$ cat src/rtl/if_fetch_stage_pkg.sv
// Shared pipeline constants and helpers for the fetch stage and its neighbours.
// The IF/ID payload struct is reused by the other pipeline registers.
package if_fetch_stage_pkg;

    localparam int unsigned INSTR_W           = 32;
    localparam logic [31:0] NOP_INSTR_DEFAULT = 32'h0000_0000;  // sll $0,$0,0
    localparam logic [31:0] RESET_PC_DEFAULT  = 32'h0000_0000;
    localparam logic [31:0] PC_STEP           = 32'd4;

    typedef struct packed {
        logic [INSTR_W-1:0] instr;
        logic [31:0]        pc_plus4;
        logic               valid;
    } if_id_t;

    function automatic logic [31:0] branch_target(input logic [31:0] pc_plus4,
                                                  input logic [15:0] offset);
        return pc_plus4 + {{14{offset[15]}}, offset, 2'b00};
    endfunction

    // Region is the upper nibble of the delay-slot-free PC+4.
    function automatic logic [31:0] jump_target(input logic [3:0]  region,
                                                input logic [25:0] index);
        return {region, index, 2'b00};
    endfunction

endpackage

$ cat src/rtl/if_fetch_stage_if.sv
// Fetch-stage bundle: hazard controls, ID redirect, instruction memory and IF/ID outputs.
// The master modport is the fetch stage; the slave modport is its environment.
interface if_fetch_stage_if
    import if_fetch_stage_pkg::*;
#(
    parameter int unsigned CNT_WIDTH = 16
) ();

    logic                 PCWrite;
    logic                 IF_ID_Write;
    logic                 branch_taken;
    logic [15:0]          branch_offset;
    logic                 jump;
    logic [25:0]          jump_index;
    logic [31:0]          imem_addr;
    logic [INSTR_W-1:0]   imem_data;
    logic [INSTR_W-1:0]   IF_ID_Instr;
    logic [31:0]          IF_ID_PCPlus4;
    logic                 IF_ID_Valid;
    logic [CNT_WIDTH-1:0] stall_count;
    logic [CNT_WIDTH-1:0] flush_count;

    modport master (
        input  PCWrite, IF_ID_Write, branch_taken, branch_offset, jump, jump_index, imem_data,
        output imem_addr, IF_ID_Instr, IF_ID_PCPlus4, IF_ID_Valid, stall_count, flush_count
    );

    modport slave (
        output PCWrite, IF_ID_Write, branch_taken, branch_offset, jump, jump_index, imem_data,
        input  imem_addr, IF_ID_Instr, IF_ID_PCPlus4, IF_ID_Valid, stall_count, flush_count
    );

endinterface

$ cat src/rtl/if_fetch_stage_if_id_reg.sv
// Pipeline register holding instruction, PC+4 and valid, with write-enable and flush.
// A flush keeps PC+4 so only instr/valid change when a bubble is inserted.
module if_fetch_stage_if_id_reg
    import if_fetch_stage_pkg::*;
#(
    parameter logic [INSTR_W-1:0] NOP_INSTR = NOP_INSTR_DEFAULT
) (
    input  logic   clk,
    input  logic   rst,
    input  logic   we_i,
    input  logic   flush_i,
    input  if_id_t d_i,
    output if_id_t q_o
);

    if_id_t if_id_q, if_id_d;

    // Write-enable outranks flush; d_i is only sampled on a plain advance.
    always_comb begin
        if_id_d = if_id_q;
        if (we_i) begin
            if (flush_i) begin
                if_id_d.instr = NOP_INSTR;
                if_id_d.valid = 1'b0;
            end else begin
                if_id_d = d_i;
            end
        end
    end

    always_ff @(posedge clk) begin
        if (rst) begin
            if_id_q.instr    <= NOP_INSTR;
            if_id_q.pc_plus4 <= '0;
            if_id_q.valid    <= 1'b0;
        end else begin
            if_id_q <= if_id_d;
        end
    end

    assign q_o = if_id_q;

endmodule

$ cat src/rtl/if_fetch_stage.sv
// MIPS instruction-fetch stage: PC register, next-PC selection from ID redirects,
// IF/ID register and saturating stall/flush event counters.
module if_fetch_stage
    import if_fetch_stage_pkg::*;
#(
    parameter logic [31:0]        RESET_PC  = RESET_PC_DEFAULT,
    parameter logic [INSTR_W-1:0] NOP_INSTR = NOP_INSTR_DEFAULT,
    parameter int unsigned        CNT_WIDTH = 16
) (
    input  logic              clk,
    input  logic              rst,
    if_fetch_stage_if.master  bus
);

    localparam logic [CNT_WIDTH-1:0] CntMax = '1;

    logic [31:0]          pc_q, pc_d;
    logic [31:0]          pc_plus4;
    logic [31:0]          redirect_target;
    logic                 redirect;
    logic                 flush;
    logic [CNT_WIDTH-1:0] stall_count_q, stall_count_d;
    logic [CNT_WIDTH-1:0] flush_count_q, flush_count_d;
    if_id_t               if_id_in, if_id_out;

    assign pc_plus4 = pc_q + PC_STEP;

    // A bubble in ID carries no real branch/jump, so its request is dropped.
    assign redirect = (bus.jump | bus.branch_taken) & if_id_out.valid;
    assign redirect_target = bus.jump
        ? jump_target(if_id_out.pc_plus4[31:28], bus.jump_index)
        : branch_target(if_id_out.pc_plus4, bus.branch_offset);
    assign flush = redirect & bus.PCWrite;

    always_comb begin
        pc_d = pc_q;
        if (bus.PCWrite) begin
            pc_d = redirect ? redirect_target : pc_plus4;
        end
    end

    always_comb begin
        stall_count_d = stall_count_q;
        flush_count_d = flush_count_q;
        if (!bus.PCWrite && stall_count_q != CntMax) begin
            stall_count_d = stall_count_q + CNT_WIDTH'(1);
        end
        // Only count flushes the IF/ID register actually applied.
        if (flush && bus.IF_ID_Write && flush_count_q != CntMax) begin
            flush_count_d = flush_count_q + CNT_WIDTH'(1);
        end
    end

    always_ff @(posedge clk) begin
        if (rst) begin
            pc_q          <= RESET_PC;
            stall_count_q <= '0;
            flush_count_q <= '0;
        end else begin
            pc_q          <= pc_d;
            stall_count_q <= stall_count_d;
            flush_count_q <= flush_count_d;
        end
    end

    always_comb begin
        if_id_in.instr    = bus.imem_data;
        if_id_in.pc_plus4 = pc_plus4;
        if_id_in.valid    = 1'b1;
    end

    if_fetch_stage_if_id_reg #(
        .NOP_INSTR (NOP_INSTR)
    ) u_if_id_reg (
        .clk     (clk),
        .rst     (rst),
        .we_i    (bus.IF_ID_Write),
        .flush_i (flush),
        .d_i     (if_id_in),
        .q_o     (if_id_out)
    );

    assign bus.imem_addr     = pc_q;
    assign bus.IF_ID_Instr   = if_id_out.instr;
    assign bus.IF_ID_PCPlus4 = if_id_out.pc_plus4;
    assign bus.IF_ID_Valid   = if_id_out.valid;
    assign bus.stall_count   = stall_count_q;
    assign bus.flush_count   = flush_count_q;

endmodule

$ cat src/flat_wrapper.sv
// flat-port wrapper written by rule: the top's interface ports become plain ports
module if_fetch_stage_flat import if_fetch_stage_pkg::*;
#(
    parameter logic [31:0]        RESET_PC  = RESET_PC_DEFAULT,
    parameter logic [INSTR_W-1:0] NOP_INSTR = NOP_INSTR_DEFAULT,
    parameter int unsigned        CNT_WIDTH = 16
)
  (clk, rst, bus_PCWrite, bus_IF_ID_Write, bus_branch_taken, bus_branch_offset, bus_jump, bus_jump_index, bus_imem_data, bus_imem_addr, bus_IF_ID_Instr, bus_IF_ID_PCPlus4, bus_IF_ID_Valid, bus_stall_count, bus_flush_count);
  if_fetch_stage_if #(.CNT_WIDTH(CNT_WIDTH)) bus_i ();
  input  logic clk;
  input  logic rst;
  input wire logic [$bits(bus_i.PCWrite)-1:0] bus_PCWrite;
  input wire logic [$bits(bus_i.IF_ID_Write)-1:0] bus_IF_ID_Write;
  input wire logic [$bits(bus_i.branch_taken)-1:0] bus_branch_taken;
  input wire logic [$bits(bus_i.branch_offset)-1:0] bus_branch_offset;
  input wire logic [$bits(bus_i.jump)-1:0] bus_jump;
  input wire logic [$bits(bus_i.jump_index)-1:0] bus_jump_index;
  input wire logic [$bits(bus_i.imem_data)-1:0] bus_imem_data;
  output wire logic [$bits(bus_i.imem_addr)-1:0] bus_imem_addr;
  output wire logic [$bits(bus_i.IF_ID_Instr)-1:0] bus_IF_ID_Instr;
  output wire logic [$bits(bus_i.IF_ID_PCPlus4)-1:0] bus_IF_ID_PCPlus4;
  output wire logic [$bits(bus_i.IF_ID_Valid)-1:0] bus_IF_ID_Valid;
  output wire logic [$bits(bus_i.stall_count)-1:0] bus_stall_count;
  output wire logic [$bits(bus_i.flush_count)-1:0] bus_flush_count;
  assign bus_i.PCWrite = bus_PCWrite;
  assign bus_i.IF_ID_Write = bus_IF_ID_Write;
  assign bus_i.branch_taken = bus_branch_taken;
  assign bus_i.branch_offset = bus_branch_offset;
  assign bus_i.jump = bus_jump;
  assign bus_i.jump_index = bus_jump_index;
  assign bus_i.imem_data = bus_imem_data;
  assign bus_imem_addr = bus_i.imem_addr;
  assign bus_IF_ID_Instr = bus_i.IF_ID_Instr;
  assign bus_IF_ID_PCPlus4 = bus_i.IF_ID_PCPlus4;
  assign bus_IF_ID_Valid = bus_i.IF_ID_Valid;
  assign bus_stall_count = bus_i.stall_count;
  assign bus_flush_count = bus_i.flush_count;
  if_fetch_stage #(.RESET_PC(RESET_PC), .NOP_INSTR(NOP_INSTR), .CNT_WIDTH(CNT_WIDTH)) u_core (.clk(clk), .rst(rst), .bus(bus_i));
endmodule
$ cat config.mk
export PLATFORM = sky130hd
export DESIGN_NAME = if_fetch_stage_flat
export DESIGN_NICKNAME = d
export VERILOG_FILES = /design/src/rtl/if_fetch_stage_pkg.sv /design/src/rtl/if_fetch_stage_if.sv /design/src/rtl/if_fetch_stage_if_id_reg.sv /design/src/rtl/if_fetch_stage.sv /design/src/flat_wrapper.sv
export SDC_FILE = /design/constraint.sdc
export NUM_CORES = 1
export LEC_CHECK = 0
export CORE_ASPECT_RATIO = 1.25
export CORE_MARGIN = 5
export CORE_UTILIZATION = 40
export DETAILED_ROUTE_END_ITERATION = 10
export PLACE_DENSITY = 0.71
export SETUP_SLACK_MARGIN = 0.2
export SKIP_CTS_REPAIR_TIMING = 1
export SLEW_MARGIN = 20
export SYNTH_ARGS = -nofsm -noshare
export SYNTH_HDL_FRONTEND = slang
export SYNTH_SLANG_ARGS = --single-unit
$ cat constraint.sdc
create_clock -name clk -period 4.3 [get_ports clk]
set_input_delay 0.86 -clock clk [delete_from_list [all_inputs] [get_ports clk]]
set_output_delay 0.86 -clock clk [all_outputs]
set_load 0.02 [all_outputs]
==> results_dict.tcl, run 1 <==
set metrics [dict create \
    clock_sinks 129 \
    worstPathArrival_ps 3860 \
    synth-edff-count 0 \
    fill_cells 1739 \
    synth.largest_area_cell "dfxtp_1" \
    grt_max_degree 77 \
    hp-class "register to register" \
    postRouteAntennaNets 0 \
    end_kind "register" \
    worst_slack_ps 746 \
    antenna_found_initial 1 \
    min_period_ps 3550 \
    final_cell_count_no_fill 1385 \
    wl_mm 24.3 \
    pre_cts_ws_ps 316 \
    powerDensity_nw_per_um2 344 \
    drv_cap 0 \
    syn_inst 969 \
    start_kind "input port" \
    cts_tree "done" \
    grt.total_usage 0.219 \
    ys_warn_count 0 \
    grt_pass1_vias 7290 \
    netlist.area_leader.share 0.342 \
    finalSetupViolations 0 \
    clk_pin_slew_ps 60 \
    ir_drop_mv 0.237 \
    antenna_cells 0 \
    timing.fmax_mhz 281 \
    wl_per_cell_microns 17.5 \
    drt-vias-per-instance 5.51 \
    synth_cell_types 60 \
    numPlacedInstances 1354 \
    synth_area_leaders "dfxtp_1 (34%), nor2_1 (6.3%), a21oi_1 (6.1%), ha_1 (5.3%), xor2_1 (4.3%)" \
    area_growth_pct 36.9 \
    yosys_register_bits 129 \
    dr.first_iter.drc_count 420 \
    final_cell_mix "clkdlybuf4s50_1 (204), dfxtp_1 (129), nor2_1 (127), a21oi_1 (92), nand2_1 (71)" \
    r2r_cells 11 \
    cp_max_fo 3 \
    synth_fp_nets 1082 \
    pin_count 209 \
    worst_slew_pin_slew_ps 856 \
    route.detailed.drc 0 \
    ys_seq_area_frac 0.342 \
    start_util 0.405 \
    critPathKind "input port to register" \
    synthArstFlopShare 0 \
    synth_area_per_cell_sq_um 7.78 \
    clk-insertion-delay-late_ps 420 \
    total_power_w 0.00355 \
    grt_overflow 0 \
    worst_hold_path.num_cells 2 \
    slew-limit-headroom 0.429 \
    grt_pass1_wl_mm 38.7 \
    vias 7631 \
    nets 1254 \
    hold_viol_final 0 \
    place.gp.congestion 0.909 \
    outcome "complete, no violations" \
    maxSlewViolCount 0 \
    dieArea_sq_um 21700 \
    drive_gt1_frac 0.0477 \
    dp_hpwl_mm 17.5 \
    final_common_cell "clkdlybuf4s50_1" \
    crit_required_ps 4600 \
    synth_area_sq_um 7540 \
    first_pass_iters 7 \
    fp.coreArea_sq_um 18600 \
    finClkSkew_ps 6.47 \
    cts_buffers 17 \
    cts-root-buf "clkbuf_16" \
    leakage_nw 3.84 \
    h-tree-depth 4 \
    port_buffers 208 \
    rows 56 \
    clockBufferDepth 2 \
    die-width_microns 133 \
    synth_ff_type "dfxtp_1" \
    setup_tns_ps 0 \
    fin_crit_sh 0.827 \
    rsz0062_at_grt "no" \
    fp.dieH_microns 164 \
]
## flip-flops by register name, indices dropped and copies added, names as in the netlist
register                cells
u_core.bus.stall_count     16
u_core.bus.imem_addr       32
u_core.u_if_id_reg.q_o     65
u_core.bus.flush_count     16
## path summary, 6_finish.rpt
path,from,endpoint,slack (ps)
worst max register to register,u_core.u_if_id_reg.q_o[3]$_SDFFE_PP0P_,u_core.bus.imem_addr[28]$_SDFFE_PP0P_,1230
worst max-delay path,bus_branch_offset[0],u_core.bus.imem_addr[28]$_SDFFE_PP0P_,750
worst min register to register,u_core.u_if_id_reg.q_o[58]$_SDFFE_PP0P_,u_core.u_if_id_reg.q_o[58]$_SDFFE_PP0P_,470
worst min-delay path,u_core.u_if_id_reg.q_o[58]$_SDFFE_PP0P_,u_core.u_if_id_reg.q_o[58]$_SDFFE_PP0P_,470
## Yosys cell counts, drive strengths merged, types with 7 or more instances
library cell,instances
and3,13
nand4,16
inv,14
xnor2,32
a31oi,13
a211oi,36
nor2,127
nor3,18
buf,13
and2,8
a21oi,93
dfxtp,129
o21ai,53
or3,13
nand2,72
a21o,16
nand2b,38
mux2i,13
and4,7
clkbuf,51
ha,32
xor2,37
nand3,61
## power by group
part           total [W]  internal [W]  switching [W]
Sequential       0.00132       0.00125      0.0000656
Clock            0.00151      0.000917       0.000593
Combinational   0.000720      0.000330       0.000390
Total            0.00355       0.00250        0.00105
## final cells by class
type                    count  area, sq um  share of cell area
repair buffers            217         2130               0.207
well taps                 232          290              0.0281
multi-input cells         762         4660               0.451
clock inverters            14          181              0.0176
clock buffers              17          425              0.0412
inverters                  14         52.6             0.00509
flip-flops and latches    129         2580               0.250
## logic make-up (layout without fill, tap and decap cells)
| family | after synthesis | in the layout | share of synthesized area |
|---|---|---|---|
| compound gates | 261 | 261 | 0.218 |
| mux | 13 | 13 | 0.0172 |
| buf+inv | 78 | 262 | 0.0408 |
| flops | 129 | 129 | 0.342 |
| fa+ha+maj | 33 | 33 | 0.0557 |
| simple gates | 386 | 386 | 0.246 |
| xor+xnor | 69 | 69 | 0.0801 |
## worst max-delay path, cell delays in order
cell and delay [ps]:
clkdlybuf4s50_1 410, ha_1 210, fa_1 430, a211oi_1 320
o211ai_1 180, a32oi_1 350, a2111o_1 230, a21oi_1 80
or2_1 230, a41o_1 260, a32oi_1 180, o21ai_0 100
## per-stage QoR
stage                     hold slack (ps)  utilization  cell area, sq um
after floorplan                       446            -              7540
after global placement                454        0.521              9720
after detailed placement              460        0.521              9720
after CTS                             470        0.554             10300
after global routing                  484        0.554             10300
final                                 467        0.554             10300
## metal layers
metal,part of all wire,vias to the layer above,global-route usage
met5,0.00045,-,0
met4,0.025,2,0.0751
met3,0.079,44,0.0736
met2,0.49,241,0.376
met1,0.41,3548,0.254
li1,-,3796,-
(Power assumes the default switching activity.)
==> run 2: changes to the inputs <==
--- a/config.mk
+++ b/config.mk
@@ -9,7 +9,7 @@
 export CORE_MARGIN = 5
 export CORE_UTILIZATION = 40
 export DETAILED_ROUTE_END_ITERATION = 10
-export PLACE_DENSITY = 0.71
+export PLACE_DENSITY = 0.73
 export SETUP_SLACK_MARGIN = 0.2
 export SKIP_CTS_REPAIR_TIMING = 1
 export SLEW_MARGIN = 20
==> constraint.sdc (replaced) <==
create_clock -name clk -period 3.25 [get_ports clk]
set_input_delay 0.65 -clock clk [delete_from_list [all_inputs] [get_ports clk]]
set_output_delay 0.65 -clock clk [all_outputs]
set_load 0.02 [all_outputs]
==> results_dict.tcl, run 2 (synthesis gave the netlist of run 1 again) <==
set metrics [dict create \
    outcome "complete, no violations" \
    start_kind "input port" \
    min_period_ps 2960 \
    drv_cap 0 \
    drive_gt1_frac 0.126 \
    hp-class "register to register" \
    cts_tree "done" \
    worst_slew_pin_slew_ps 795 \
    hold_viol_final 0 \
    vias 8031 \
    hold_ws_ps 467 \
    cts-root-buf "clkbuf_16" \
    postRouteAntennaNets 0 \
    clk_pin_slew_ps 60 \
    worst_hold_path.num_cells 2 \
    port_buffers 208 \
    leakage_nw 4.38 \
    area_growth_pct 48.2 \
    dr.first_iter.drc_count 363 \
    grt.total_usage 0.228 \
    final_common_cell "clkdlybuf4s50_1" \
    cts_buffers 17 \
    end_kind "register" \
    fill_cells 1651 \
    clock_sinks 129 \
    maxSlewViolCount 0 \
    antenna_cells 0 \
    cp_max_fo 5 \
    nets 1337 \
    wl_per_cell_microns 17.4 \
    dpl_cell_area_sq_um 10300 \
    rsz0062_at_grt "no" \
    finClkSkew_ps 9.06 \
    dp_hpwl_mm 18.7 \
    die-width_microns 133 \
    finalSetupViolations 0 \
    h-tree-depth 4 \
    drt-vias-per-instance 5.48 \
    fin_area_sq_um 11200 \
    clk-insertion-delay-late_ps 420 \
    first_pass_iters 5 \
    grt_overflow 0 \
    final_cell_mix "clkdlybuf4s50_1 (191), dfxtp_1 (128), nor2_1 (127), buf_4 (92), a21oi_1 (90)" \
    largest_register_ffs 65 \
    ir_drop_mv 0.292 \
    rows 56 \
    slew-limit-headroom 0.470 \
    start_util 0.405 \
    r2r_cells 13 \
    antenna_found_initial 2 \
    place.gp.congestion 0.932 \
    timing.fmax_mhz 338 \
    pin_count 209 \
    grt_pass1_vias 7736 \
    rrSetupSlack_ps 330 \
    fp.coreArea_sq_um 18600 \
    fin_crit_sh 0.911 \
    dieArea_sq_um 21700 \
    worstPathArrival_ps 3270 \
    grt_max_degree 73 \
    route.detailed.drc 0 \
    fp.dieH_microns 164 \
    grt_pass1_wl_mm 39.9 \
    clockBufferDepth 2 \
    critPathKind "input port to register" \
    crit_required_ps 3560 \
    powerDensity_nw_per_um2 438 \
    wl_mm 25.5 \
]
==> run 2: cell types whose count changed in the layout (fill, tap and decap cells not counted), sizes merged, moves of 2 or more <==
cell,delta
clkdlybuf4s50,-13
clkbuf,+3
clkinvlp,-2
dlymetal6s2s,+13
inv,-3
buf,+83
==> run 2: area by class of cell <==
| cell class | count | area, sq um | share of cell area |
|---|---|---|---|
| clock buffer | 20 | 467 | 0.0417 |
| clock inverter | 9 | 158 | 0.0141 |
| inverter | 14 | 52.6 | 0.00470 |
| multi-input combinational | 762 | 4830 | 0.432 |
| sequential | 129 | 2590 | 0.231 |
| tap | 232 | 290 | 0.0260 |
| timing repair buffer | 300 | 2800 | 0.250 |
==> run 2: metal layers <==
layer	routed length, microns	track usage	vias to the layer above
li1	-	-	3980
met1	10200	0.259	3711
met2	12500	0.393	273
met3	1930	0.0758	63
met4	783	0.0888	4
met5	27	0	-
==> run 2: critical path: stages <==
cell and delay, ps:
clkdlybuf4s50_1 440, ha_4 310, nand2_1 60, a21oi_2 130
a32oi_1 110, buf_4 160, a2111o_1 450, a21oi_2 200
buf_4 140, buf_4 100, a21boi_1 60, xor2_1 150
o41ai_1 310
==> run 2: final timing paths <==
check | from | to
setup / recovery | bus_branch_offset[8] | u_core.bus.imem_addr[26]$_SDFFE_PP0P_
hold / removal | u_core.u_if_id_reg.q_o[63]$_SDFFE_PP0P_ | u_core.u_if_id_reg.q_o[63]$_SDFFE_PP0P_
setup reg to reg | u_core.u_if_id_reg.q_o[3]$_SDFFE_PP0P_ | u_core.bus.imem_addr[26]$_SDFFE_PP0P_
hold reg to reg | u_core.u_if_id_reg.q_o[63]$_SDFFE_PP0P_ | u_core.u_if_id_reg.q_o[63]$_SDFFE_PP0P_
==> run 2: metrics by stage <==
stage | setup slack, ps | TNS, ps | total power [W] | cells | utilization
final | 290 | 0 | 0.00490 | 1466 | 0.600
after global routing | 206 | 0 | 0.00512 | 1466 | 0.600
after CTS | -45.8 | -55.7 | 0.00490 | 1462 | 0.587
after detailed placement | -466 | -3050 | 0.00284 | 1433 | 0.554
after global placement | -365 | -2160 | 0.00283 | 1433 | 0.554
after floorplan | 237 | 0 | 0.00233 | 969 | -
==> run 2: where the power goes <==
part           internal [W]  switching [W]
sequential          0.00166      0.0000831
clock               0.00133       0.000715
combinational      0.000550       0.000563
==> run 3: changes to the inputs <==
--- a/config.mk
+++ b/config.mk
@@ -9,7 +9,9 @@
 export CORE_MARGIN = 5
 export CORE_UTILIZATION = 40
 export DETAILED_ROUTE_END_ITERATION = 10
+export GPL_TIMING_DRIVEN = 0
 export PLACE_DENSITY = 0.73
+export RECOVER_POWER = 50
 export SETUP_SLACK_MARGIN = 0.2
 export SKIP_CTS_REPAIR_TIMING = 1
 export SLEW_MARGIN = 20
==> results_dict.tcl, run 3 (synthesis gave the netlist of run 1 again) <==
set metrics [dict create \
    outcome "complete, no violations" \
    place.gp.congestion 0.909 \
    clock_sinks 129 \
    worstPathArrival_ps 3380 \
    final_common_cell "dfxtp_1" \
    largest_register_ffs 65 \
    final_cell_mix "dfxtp_1 (128), nor2_1 (126), dlygate4sd3_1 (104), clkdlybuf4s50_1 (94), a21oi_1 (87)" \
    cp_max_fo 5 \
    grt.total_usage 0.245 \
    timing.fmax_mhz 324 \
    area_growth_pct 44.7 \
    crit_required_ps 3550 \
    cts-root-buf "clkbuf_16" \
    fp.coreArea_sq_um 18600 \
    nets 1321 \
    slew-limit-headroom 0.501 \
    cp_cell_sequence "ha_4 -> fa_2 -> a211oi_4 -> o211ai_1 -> buf_4 -> a32oi_4 -> a2111o_1 -> a21oi_4 -> or2_1 -> a41o_1 -> a32oi_1 -> o21ai_1" \
    cts_tree "done" \
    start_kind "register" \
    drt-vias-per-instance 5.61 \
    grt_overflow 0 \
    wl_per_cell_microns 19.1 \
    clk_pin_slew_ps 60 \
    drv_cap 0 \
    pin_count 209 \
    postRouteAntennaNets 0 \
    grt_max_degree 20 \
    clockBufferDepth 2 \
    max_stage_delay_ps 400 \
    fp.dieH_microns 164 \
    cts_buffers 17 \
    leakage_nw 4.34 \
    start_util 0.405 \
    dieArea_sq_um 21700 \
    grt_pass1_wl_mm 42.5 \
    finalSetupViolations 0 \
    critPathKind "register to register" \
    hp-class "register to register" \
    maxSlewViolCount 0 \
    wl_mm 27.8 \
    h-tree-depth 4 \
    crit_family "compound AO/OA/AOI/OAI gates" \
    rsz0062_at_grt "yes" \
    worst_slew_pin_slew_ps 749 \
    min_period_ps 3080 \
    route.detailed.drc 0 \
    fin_crit_sh 0.949 \
    dr.first_iter.drc_count 568 \
    rows 56 \
    hold_viol_final 0 \
    vias 8152 \
    crit_buf_inv 1 \
    port_buffers 206 \
    powerDensity_nw_per_um2 443 \
    antenna_cells 0 \
    fill_cells 1700 \
    hold_ws_ps 464 \
    dp_hpwl_mm 20.8 \
    clk-insertion-delay-late_ps 420 \
    cp_slowest_cell "fa_2" \
    first_pass_iters 6 \
    antenna_found_initial 1 \
    fin_util 0.586 \
    end_kind "register" \
    finClkSkew_ps 8.46 \
    die-width_microns 133 \
    ir_drop_mv 0.320 \
    drive_gt1_frac 0.0753 \
    grt_pass1_vias 8059 \
]
[run 3: cell types whose count changed in the layout (fill, tap and decap cells not counted), sizes merged]
cell / before / now
dlygate4sd3: 0 / 104
clkdlybuf4s50: 191 / 94
buf: 96 / 27
clkbuf: 20 / 75
dlymetal6s2s: 13 / 6
clkinv: 3 / 4
[run 3: cell type report]
cell class	count	area (sq um)	area share
buffer	64	262	0.0240
clock buffer	22	454	0.0416
clock inverter	10	159	0.0146
inverter	14	52.6	0.00481
multi-input combinational	762	4940	0.453
sequential	129	2580	0.237
tap	232	290	0.0266
timing repair buffer	220	2170	0.199
[run 3: metrics by stage]
stage,worst slack (ps),instances,TNS (ps),cell area (sq um),power [W]
2_1_floorplan,237,969,0,7540,0.00233
5_1_grt,64.0,1453,0,10900,0.00503
3_5_place_dp,-749,1407,-6260,9900,0.00277
6_report,166,1453,0,10900,0.00483
3_3_place_gp,-727,1407,-5790,9900,0.00276
4_1_cts,-329,1439,-1230,10500,0.00477
[run 3: layer usage]
metal / vias to the layer above / part of all wire / track usage
li1: 3939 / - / -
met1: 3767 / 0.39 / 0.278
met2: 375 / 0.49 / 0.419
met3: 69 / 0.092 / 0.0804
met4: 2 / 0.032 / 0.107
met5: - / 0.00025 / 0
[run 3: power by group]
group | switching (W) | internal [W] | leakage, nW
sequential | 0.0000831 | 0.00166 | 1.05
combinational | 0.000610 | 0.000476 | 2.99
clock | 0.000706 | 0.00130 | 0.294
total | 0.00140 | 0.00343 | 4.34
[run 3: worst register-to-register path, stage by stage (launching register included)]
cell and delay, ps:
dfxtp_2 350, ha_4 170, fa_2 400, a211oi_4 230, o211ai_1 140, buf_4 180, a32oi_4 290, a2111o_1 270
a21oi_4 100, or2_1 270, a41o_1 270, a32oi_1 210, o21ai_1 100
[run 3: worst paths after layout]
| kind | startpoint | to | slack (ps) | depth (start not counted) |
|---|---|---|---|---|
| hold reg to reg | u_core.u_if_id_reg.q_o[44]$_SDFFE_PP0P_ | u_core.u_if_id_reg.q_o[44]$_SDFFE_PP0P_ | 460 | 2 |
| hold / removal | u_core.u_if_id_reg.q_o[44]$_SDFFE_PP0P_ | u_core.u_if_id_reg.q_o[44]$_SDFFE_PP0P_ | 460 | 2 |
| setup / recovery | u_core.u_if_id_reg.q_o[3]$_SDFFE_PP0P_ | u_core.bus.imem_addr[28]$_SDFFE_PP0P_ | 170 | 12 |
| setup reg to reg | u_core.u_if_id_reg.q_o[3]$_SDFFE_PP0P_ | u_core.bus.imem_addr[28]$_SDFFE_PP0P_ | 170 | 12 |
==> variant: new RTL, config.mk and constraints of run 2 <==
`CNT_WIDTH` is set to 16 in 3 places; all go to 18.
--- a/src/rtl/if_fetch_stage_if.sv
+++ b/src/rtl/if_fetch_stage_if.sv
@@ -3,7 +3,7 @@
 interface if_fetch_stage_if
     import if_fetch_stage_pkg::*;
 #(
-    parameter int unsigned CNT_WIDTH = 16
+    parameter int unsigned CNT_WIDTH = 18
 ) ();
 
     logic                 PCWrite;
--- a/src/rtl/if_fetch_stage.sv
+++ b/src/rtl/if_fetch_stage.sv
@@ -5,7 +5,7 @@
 #(
     parameter logic [31:0]        RESET_PC  = RESET_PC_DEFAULT,
     parameter logic [INSTR_W-1:0] NOP_INSTR = NOP_INSTR_DEFAULT,
-    parameter int unsigned        CNT_WIDTH = 16
+    parameter int unsigned        CNT_WIDTH = 18
 ) (
     input  logic              clk,
     input  logic              rst,
--- a/src/flat_wrapper.sv
+++ b/src/flat_wrapper.sv
@@ -3,7 +3,7 @@
 #(
     parameter logic [31:0]        RESET_PC  = RESET_PC_DEFAULT,
     parameter logic [INSTR_W-1:0] NOP_INSTR = NOP_INSTR_DEFAULT,
-    parameter int unsigned        CNT_WIDTH = 16
+    parameter int unsigned        CNT_WIDTH = 18
 )
   (clk, rst, bus_PCWrite, bus_IF_ID_Write, bus_branch_taken, bus_branch_offset, bus_jump, bus_jump_index, bus_imem_data, bus_imem_addr, bus_IF_ID_Instr, bus_IF_ID_PCPlus4, bus_IF_ID_Valid, bus_stall_count, bus_flush_count);
   if_fetch_stage_if #(.CNT_WIDTH(CNT_WIDTH)) bus_i ();
Ports: changed (resized bus_flush_count and bus_stall_count); port bits go from 209 to 213. No check against the original RTL was run, so the function may have changed too.
==> variant against run 2 <==
- synthesized cell count is 4.5% higher
- wire length rose by 5.5%
- non-clock buffer count fell by 29
- sequential cell count increased by 4
- cell area grew 2.0%
- setup slack worse by 0.14 ns
- maximum frequency decreased by 4.6%
- power increased by 0.46%
- synthesized area up 7.3%
- sequential power increased by 3%
- largest power group unchanged
- worst hold slack gained 0.0029 ns
- largest cell class unchanged
==> variant: results (changes against run 2) <==
Route:
- The sum of routed wire length over all layers is 26,900 um (+5.5%).
- The average wire length per cell after detail routing was 17.7 um (+1.9%).

Place:
- The HPWL reported at the end of detailed placement came to 20,000 um (+7.4%).
- The cell area after placement was 10,700 um2 (+4.0%).
- The placed cell count is 1,484 (+3.6%).
- The quantity of I/O buffers inserted on ports is 212 (+1.9%).
- The placer's final routability congestion estimate came to 0.993 (+6.5%).

Global route:
- The number of antenna violations at the first check in global routing is 1 (-1).
- The wire length of the first global-routing pass came to 42,400 um (+6.3%).
- The largest net degree at the start of global routing is 69 (-5.5%).
- The overall routing resource usage is 22.8% (about the same).

Final layout:
- The fraction of layout instances using a drive strength above 1 came to 11.1% (-1.5 points).
- The total number of nets in the final design is 1,348 (+0.82%).
- The count of filler cells inserted in the layout was 1,821 (+10%).

Synth:
- The adder-cell area share of the yosys netlist is 5.20% (-0.38 points).
- The fraction of synthesized cell area in xor and xnor cells is 8.33% (+0.32 points).
- By area the synthesized netlist is led by sky130_fd_sc_hd__dfxtp_1 33%, sky130_fd_sc_hd__a21oi_1 6.0%, sky130_fd_sc_hd__nor2_1 5.6%, sky130_fd_sc_hd__ha_1 4.9%, sky130_fd_sc_hd__xor2_1 4.4%.
- The synthesized netlist net count was 1,126 (+4.1%).
- The register area share after synthesis is 32.9% (-1.3 points).
- The synthesized netlist cell count is 1,013 (+4.5%).
- The multiplexer share of the synthesized area is 1.28% (-0.44 points).

STA:
- The clock tree skew after final layout is 0.00972 ns (+0.000666 ns).

Setup path:
- The slowest stage of the critical path is the sky130_fd_sc_hd__clkdlybuf4s50_1 cell.
- The data arrival at the endpoint of the critical path is 3.41 ns (+0.14 ns).

Run status:
- The flow ran to the end, and the final reports show no timing, DRC or antenna violations.

Power and ir drop:
- The fraction of power spent switching nets came to 31.0% (+3.2 points).
variant: cell types whose count changed after synthesis, sizes merged, moves of 6 or more:
cell    before  now
nor2       127  121
a21oi       93   99
a211o        0    6
mux2i       13    7
or3         13    6
nor4         0    8
o21bai       0    6
nand3       61   70
nor3b        3   10
variant: layer usage:
layer  track usage (%)  routed length, um
met2              38.0              13200
met1              27.9              10700
met3              6.87               2290
met4              7.42                590
met5                 0                  7
variant: path summary, 6_finish.rpt:
path / slack [ns] / startpoint / end / cells past startpoint
hold reg to reg: 0.47 / u_core.u_if_id_reg.q_o[64]$_SDFFE_PP0P_ / u_core.u_if_id_reg.q_o[64]$_SDFFE_PP0P_ / 2
setup reg to reg: 0.45 / u_core.u_if_id_reg.q_o[3]$_SDFFE_PP0P_ / u_core.bus.imem_addr[30]$_SDFFE_PP0P_ / 10
setup / recovery: 0.15 / bus_branch_offset[0] / u_core.bus.imem_addr[30]$_SDFFE_PP0P_ / 11
hold / removal: 0.47 / u_core.u_if_id_reg.q_o[64]$_SDFFE_PP0P_ / u_core.u_if_id_reg.q_o[64]$_SDFFE_PP0P_ / 2
variant: power by group through the flow:
stage	Clock, uW	Sequential [uW]	Combinational [uW]
4_1_cts	2070	1790	1100
2_1_floorplan	0	1890	533
6_report	2020	1790	1110
3_3_place_gp	0	1820	1080
3_5_place_dp	0	1830	1090
5_1_grt	2140	1800	1210
variant: area by class of cell:
cell class / count / area share (%)
Inverter: 11 / 0.362
Multi-Input combinational cell: 801 / 45.2
Sequential cell: 133 / 23.3
Timing Repair Buffer: 271 / 22.8
Tap cell: 270 / 2.96
Clock inverter: 15 / 1.60
Clock buffer: 17 / 3.73
